[src/rtl/uart_pkg.sv]
// Shared UART definitions: receive FSM states and the link timing constants
// used by the receiver, the transmitter and the baud divider.
package uart_pkg;

    localparam int unsigned UART_CLKS_PER_BIT = 666;
    localparam int unsigned UART_DATA_BITS    = 8;

    typedef enum logic [2:0] {
        IDLE,
        START,
        DATA,
        STOP,
        BREAK
    } uart_rx_state_t;

endpackage

[src/rtl/sync_2ff.sv]
// Two-flop synchronizer for a single asynchronous input, with a selectable
// reset value so idle-high and idle-low lines both come out of reset quiet.
module sync_2ff #(
    parameter logic RESET_VAL = 1'b1
) (
    input  logic clk,
    input  logic rst,
    input  logic d,
    output logic q
);

    logic meta;

    always_ff @(posedge clk) begin
        if (rst) begin
            meta <= RESET_VAL;
            q    <= RESET_VAL;
        end else begin
            meta <= d;
            q    <= meta;
        end
    end

endmodule

[src/rtl/uart_rx.sv]
// 8N1 UART receiver: oversamples rxd on clk, recovers frames at mid-bit and
// hands each byte over through a one-deep hold register with valid/ack.
module uart_rx
    import uart_pkg::*;
#(
    parameter int unsigned CLKS_PER_BIT = UART_CLKS_PER_BIT,
    parameter int unsigned DATA_BITS    = UART_DATA_BITS
) (
    input  logic                 clk,
    input  logic                 rst,
    input  logic                 rxd,
    input  logic                 rx_ack,
    output logic [DATA_BITS-1:0] rx_data,
    output logic                 rx_valid,
    output logic                 rx_overrun,
    output logic                 rx_frame_err,
    output logic                 rx_busy
);

    localparam int unsigned CNT_W = $clog2(CLKS_PER_BIT);
    localparam int unsigned HALF  = CLKS_PER_BIT / 2;
    localparam int unsigned IDX_W = (DATA_BITS > 1) ? $clog2(DATA_BITS) : 1;

    localparam logic [CNT_W-1:0] HALF_LOAD = CNT_W'(HALF - 1);
    localparam logic [CNT_W-1:0] BIT_LOAD  = CNT_W'(CLKS_PER_BIT - 1);
    localparam logic [IDX_W-1:0] LAST_IDX  = IDX_W'(DATA_BITS - 1);

    logic                 rxd_s;
    logic                 rxd_d;
    logic [1:0]           fill;
    logic                 seen_high;
    logic                 fall;
    logic                 cnt_zero;
    uart_rx_state_t       state;
    logic [CNT_W-1:0]     cnt;
    logic [IDX_W-1:0]     idx;
    logic [DATA_BITS-1:0] shift;
    logic                 good_pend;
    logic                 err_pend;

    sync_2ff #(.RESET_VAL(1'b1)) u_sync (
        .clk (clk),
        .rst (rst),
        .d   (rxd),
        .q   (rxd_s)
    );

    // Edge detector; seen_high ignores the synchronizer's reset value so that a
    // line caught low mid-frame at reset cannot fake a start edge.
    always_ff @(posedge clk) begin
        if (rst) begin
            rxd_d     <= 1'b1;
            fill      <= 2'b00;
            seen_high <= 1'b0;
        end else begin
            rxd_d <= rxd_s;
            fill  <= {fill[0], 1'b1};
            if (fill[1] && rxd_s) begin
                seen_high <= 1'b1;
            end
        end
    end

    assign fall     = rxd_d & ~rxd_s & seen_high;
    assign cnt_zero = (cnt == '0);

    // Frame FSM; the counter is reloaded at every sample point and never wraps.
    always_ff @(posedge clk) begin
        if (rst) begin
            state     <= IDLE;
            cnt       <= '0;
            idx       <= '0;
            shift     <= '0;
            good_pend <= 1'b0;
            err_pend  <= 1'b0;
            rx_busy   <= 1'b0;
        end else begin
            good_pend <= 1'b0;
            err_pend  <= 1'b0;
            if (!cnt_zero) begin
                cnt <= cnt - CNT_W'(1);
            end
            case (state)
                IDLE: begin
                    if (fall) begin
                        cnt     <= HALF_LOAD;
                        state   <= START;
                        rx_busy <= 1'b1;
                    end
                end
                START: begin
                    if (cnt_zero) begin
                        if (!rxd_s) begin
                            cnt   <= BIT_LOAD;
                            idx   <= '0;
                            state <= DATA;
                        end else begin
                            state   <= IDLE;
                            rx_busy <= 1'b0;
                        end
                    end
                end
                DATA: begin
                    if (cnt_zero) begin
                        shift[idx] <= rxd_s;
                        cnt        <= BIT_LOAD;
                        if (idx == LAST_IDX) begin
                            state <= STOP;
                        end else begin
                            idx <= idx + IDX_W'(1);
                        end
                    end
                end
                STOP: begin
                    if (cnt_zero) begin
                        if (rxd_s) begin
                            good_pend <= 1'b1;
                            state     <= IDLE;
                            rx_busy   <= 1'b0;
                        end else begin
                            err_pend <= 1'b1;
                            state    <= BREAK;
                        end
                    end
                end
                BREAK: begin
                    if (rxd_s) begin
                        state   <= IDLE;
                        rx_busy <= 1'b0;
                    end
                end
                default: begin
                    state   <= IDLE;
                    rx_busy <= 1'b0;
                end
            endcase
        end
    end

    // Hold register: an ack on the load edge frees the slot for the new byte.
    always_ff @(posedge clk) begin
        if (rst) begin
            rx_data      <= '0;
            rx_valid     <= 1'b0;
            rx_overrun   <= 1'b0;
            rx_frame_err <= 1'b0;
        end else begin
            rx_overrun   <= 1'b0;
            rx_frame_err <= err_pend;
            if (good_pend) begin
                if (!rx_valid || rx_ack) begin
                    rx_data  <= shift;
                    rx_valid <= 1'b1;
                end else begin
                    rx_overrun <= 1'b1;
                end
            end else if (rx_ack) begin
                rx_valid <= 1'b0;
            end
        end
    end

endmodule

[config.mk]
export PLATFORM = sky130hd
export DESIGN_NAME = uart_rx
export DESIGN_NICKNAME = d
export VERILOG_FILES = /design/src/rtl/uart_pkg.sv /design/src/rtl/sync_2ff.sv /design/src/rtl/uart_rx.sv
export SDC_FILE = /design/constraint.sdc
export NUM_CORES = 1
export LEC_CHECK = 0
export ABC_AREA = 1
export CAP_MARGIN = 10
export CORE_AREA = 2 2 67 69
export DETAILED_ROUTE_END_ITERATION = 8
export DIE_AREA = 0 0 69 71
export PLACE_DENSITY = 0.84
export SETUP_SLACK_MARGIN = 0.05
export SLEW_MARGIN = 20
export SYNTH_ARGS = -nofsm -noshare
export SYNTH_HDL_FRONTEND = slang
export SYNTH_SLANG_ARGS = --single-unit
[constraint.sdc]
create_clock -name clk -period 1.6 [get_ports clk]
set_input_delay 0.48 -clock clk [delete_from_list [all_inputs] [get_ports clk]]
set_output_delay 0.48 -clock clk [all_outputs]
set_load 0.02 [all_outputs]
; Word level (Yosys, flattened, before mapping)
; Index checks and enable logic that the tools add are counted.
[word_totals]
output_inout_bits = 12
word_cells = 94
inputBits = 4
ff_bits = 44
[classes]
mux = 34
bitwise_logic = 7
addsub = 2
reduce_logical = 17
eq_ne = 15
n_lt_le_gt_ge = 2
[ops]
columns = op, count
row1 = 2-to-1 mux 10 bit, 5
row2 = 2-to-1 mux 3 bit, 11
row3 = case mux 10 bit (3 select lines), 1
row4 = case mux 3 bit (5 select lines), 1
row5 = "inequality test 2 bit, second input constant", 7
row6 = 2-to-1 mux 1 bit, 11
row7 = logical NOT 10 bit, 1
row8 = "subtractor 10 x 1 -> 10 bit, second input constant", 1
row9 = bitwise mux 8 bit, 1
row10 = "== test 3 x 2 -> 1 bit, second input constant", 2
row11 = "== test 3 bit, second input constant", 2
row12 = "inequality test 2 x 1 -> 1 bit, second input constant", 3
row13 = case mux 3 bit (2 select lines), 1
row14 = AND reduction 2 bit, 3
row15 = AND reduction 6 bit, 1
row16 = NOT 1 bit, 5
row17 = AND reduction 5 bit, 1
row18 = "less-than comparator 3 x 4 -> 1 bit, second input constant", 1
row19 = case mux 1 bit (4 select lines), 1
row20 = nonzero test 2 bit, 2
row21 = OR reduction 2 bit, 2
row22 = "adder 3 x 1 -> 3 bit, second input constant", 1
row23 = demux 1 bit (select 3 bit), 1
row24 = "== test 3 x 1 -> 1 bit, second input constant", 1
row25 = other kinds (9), 11

; Depth between registers and ports, before layout
; Gate-level depths: netlist of the first run.
[depth]
depth_word = 5
mapped_depth = 12
mapped_depth_nobuf = 12

; Cells and area by module
; Synthesis of the first run repeated with hierarchy kept, for this count alone.
[hier_totals]
hier_cells = 301
area_unflattened_um2 = 2122.0
[by_module_without_submodules]
columns = module, seq_area_each_um2, instances, cells_each, area_per_inst_um2
row1 = uart_rx, 840.8, 1, 294, 2063.2
row2 = sync_2ff, 40.0, 1, 7, 58.8

; Worst setup path before layout of the first run
; Ideal clock, no wire load.
[synth_timing]
path_kind = reg-to-reg
from = reg cnt[0]
to = reg cnt[0]
t_required_ns = 1.490
arrival_ns = 1.554
stages_incl_launch_ff = 13
synth_period_minus_slack_ns = 1.664
setup_ns = 0.110
path_slack_ns = -0.064
path_buffers = 0
path_cell_list = dfxtp_1 inv_1 ha_1 nand2_1 nor2_2 nand2_2 ha_1 nor2_1 nand2_1 nand3_1 nand3_1 nand2_1 inv_1
[synth_via]
elab_chain_cells = 5
elab_cells_between_ends = 8
cone_classes = add/sub (1) / mux (6) / reduce/logical (1)
[synth_rtl]
columns = item, line
row1 = from (decl), uart_rx.sv:35  ; logic [CNT_W-1:0] cnt;
row2 = from (signal assigned), uart_rx.sv:81  ; cnt <= cnt - CNT_W'(1);
row3 = subtractor 10 x 1 -> 10 bit or logical NOT 10 bit (tied branches), "uart_rx.sv:81, uart_rx.sv:65"
row4 = 2-to-1 mux 10 bit, uart_rx.sv:80  ; if (!cnt_zero) begin
row5 = 2-to-1 mux 10 bit, uart_rx.sv:93  ; if (!rxd_s) begin
row6 = 2-to-1 mux 10 bit, uart_rx.sv:92  ; if (cnt_zero) begin
row7 = case mux 10 bit (3 select lines) *, uart_rx.sv:83  ; case (state)
; Every way passes the cells marked *; elsewhere a longest branch is shown, timed or not.
; A chain may end at the register's enable or synchronous reset.

; Worst setup path after layout of the first run
; Ends and elaborated chain as after synthesis.

==> impl_metrics.yaml, run 1 <==
status:
  status: "complete, no violations"
sta:
  skew_ps: 7.78
  worst_pin_slew_ps: 241
  fin_ws_ps: 79.1
  fin_crit_ps: 1520
  post-route-period-util: 0.951
  max_freq_mhz: 657
  hold_viol: 0
  rsz0062_at_grt: "true"
  setup_violations: 0
  slew_viol_final: 0
  fin_hold_ws_ps: 425
  slew_headroom: 0.839
synthesis:
  synth_seq_cells: 44
  async_flop_share: 0
  synth_edf_count: 0
  syn_nets: 311
  ys_seq_area_frac: 0.414
  avgSynthCellArea_um2: 7.05
  syn_area_um2: 2130
  ys_warn_count: 0
  synthCells: 302
  ys.flop_type: "dfxtp_1"
  yosysUniqueCellTypes: 23
clock_network:
  path_clk_slew_ps: 80
  cts.htree.levels: 2
  cts_tree: "done"
  cts_root_buf: "clkbuf_8"
  cts_buffers: 5
  clock_latency_ps: 300
  cts_sinks: 44
  clockBufferDepth: 2
  cts_hold_buf: 0
route:
  drt_iter0_drc: 151
  ant_nets: 0
  drc: 0
  via_count: 1994
  via_per_inst: 5.15
  routed_wl_mm: 4.75
  drt_pass1_iterations: 4
  routedWlPerCell_um: 12.3
placed_design:
  numPortBuffers: 15
  dp_hpwl_mm: 3.32
  post-place-ws_ps: 18.8
  place_area_um2: 2430
  dp_cells: 371
  place_congestion: 0.884
critical_path:
  path_buf_inv: 2
  critPathArrivalTime_ps: 1730
  path_cells: "inv_4 -> ha_4 -> nand2_4 -> nor2_4 -> nand2_4 -> ha_4 -> nor2_2 -> nand2_1 -> nand3_1 -> nand3_1 -> nand2_1 -> inv_1"
  cp_slowest_cell: "dfxtp_4"
  crit_family: "simple AND/OR/NAND/NOR gates"
  cp-end-kind: "flip-flop"
  crit_path_max_fanout: 3
  reg2reg_depth: 12
  startpoint: "cnt[0]"
  crit_type: "flip-flop to flip-flop"
  worst-path-stages: 12
  crit_path_start_kind: "flip-flop"
  crit_required_ps: 1810
  max_stage_delay_ps: 360
  worstReg2RegStart: "cnt[0]"
finish:
  fin_util: 0.637
  diodes: 0
  area_delta_synth_final_pct: 25.7
  fin_area_um2: 2680
  nets: 343
  layout.cells.non_filler: 387
  layout-drive-gt1-share: 0.197
die:
  start_util: 0.506
  rows: 24
  die_w_um: 69
  die-area_um2: 4900
  ioPinCount: 16
  core_um2: 4200
  die_h_um: 71
job:
  drv_cap: 0
power_and_ir_drop:
  power-per-cell-area_nw_per_um2: 1800
  irDropWorstVdd_v: 0.000825
  p_leak_nw: 1.28
grt:
  grt_pass1_wl_mm: 7.96
  grt_pass1_vias: 1873
  grt_usage: 0.198
  antenna_found_initial: 0
  overflow: 0
  grt_max_degree: 23
min_path:
  worstHoldPathCells: 1
  min_path_type: "flip-flop to flip-flop"
  hp-start: "u_sync.meta"
final timing paths:
kind / to / slack (ps)
max reg2reg: cnt[0] / 80
min: u_sync.q / 420
max: cnt[0] / 80
min reg2reg: u_sync.q / 420
area by class of cell:
cell class / instances / area [µm²]
Timing Repair Buffer: 30 / 273
Tap cell: 52 / 65.1
Clock inverter: 2 / 38.8
Inverter: 42 / 163
Sequential cell: 44 / 888
Multi-Input combinational cell: 211 / 1170
Fill cell: 370 / 1530
Clock buffer: 6 / 82.6
kinds of logic after synthesis:
group	Yosys count	synth area share
buffers and inverters	48	0.0894
adders and majority gates	5	0.0294
and+or+nand+nor	171	0.380
DFF	44	0.414
xor gates and xnor gates	1	0.00412
AOI/OAI and AO/OA	33	0.0829
metal layers:
layer / vias to the layer above / wire length, µm / GRT usage
met2: 46 / 2400 / 0.350
met1: 913 / 1990 / 0.235
met5: - / 0 / 0
li1: 1022 / - / -
met4: 0 / 116 / 0.0610
met3: 13 / 249 / 0.0541
state kept, by name (all words and copies together) (netlist names):
name,count
u_sync.q,1
rx_busy,1
fill,2
state,3
rx_valid,1
good_pend,1
seen_high,1
shift,8
rxd_d,1
rx_frame_err,1
err_pend,1
cnt,10
idx,3
rx_data,8
rx_overrun,1
u_sync.meta,1
metrics by stage:
stage	TNS (ps)	power [mW]
after floorplan	0	3.06
after global placement	0	3.48
after detailed placement	0	3.56
after CTS	0	4.47
after global routing	-32.9	5.24
final	0	4.82
cells in the mapped netlist (3+ instances only):
| library cell | instances | area (µm²) |
|---|---|---|
| clkbuf_1 | 5 | 18.8 |
| o21ai_0 | 14 | 70.1 |
| nor2_1 | 54 | 203 |
| nor2_2 | 3 | 18.8 |
| nand4_1 | 13 | 81.3 |
| nand3_1 | 19 | 95.1 |
| nand2_1 | 58 | 218 |
| nand2_2 | 4 | 25.0 |
| dfxtp_1 | 44 | 881 |
| or2_2 | 3 | 18.8 |
| a21oi_1 | 18 | 90.1 |
| nand3_2 | 3 | 30.0 |
| nor3_1 | 8 | 40.0 |
| ha_1 | 5 | 62.6 |
| inv_1 | 41 | 154 |
power by group:
part	total [mW]	switching (mW)	internal, mW
Sequential	1.45	0.176	1.28
Combinational	2.49	1.54	0.947
Clock	0.884	0.374	0.510
cells in the final DEF (no fill, tap or decap), types with 4 or more instances in the layout:
master,n
nor2_2,6
nand4_1,13
clkbuf_8,6
nor2_1,49
buf_4,13
inv_1,38
o21ai_0,13
dfxtp_1,40
nand3_2,5
dlygate4sd2_1,12
a21oi_1,18
nand2_4,4
nand3_1,16
nand2_2,6
nor3_1,8
nand2_1,53
nor2_4,5
repair_timing:
item | 4_1_cts | 5_1_grt
gates resized for setup | 13 | 24
pin swaps | 0 | 16
gates cloned | 0 | 1
buffers inserted | 1 | 6
setup endpoints to repair | 13 | 21
Note: power is estimated with default switching activity, not from simulation.
==> inputs of run 2 (changes only) <==
- CAP_MARGIN: 10 -> default
==> results of run 2 <==
The final DEF is identical to that of run 1; final timing and power are the same.
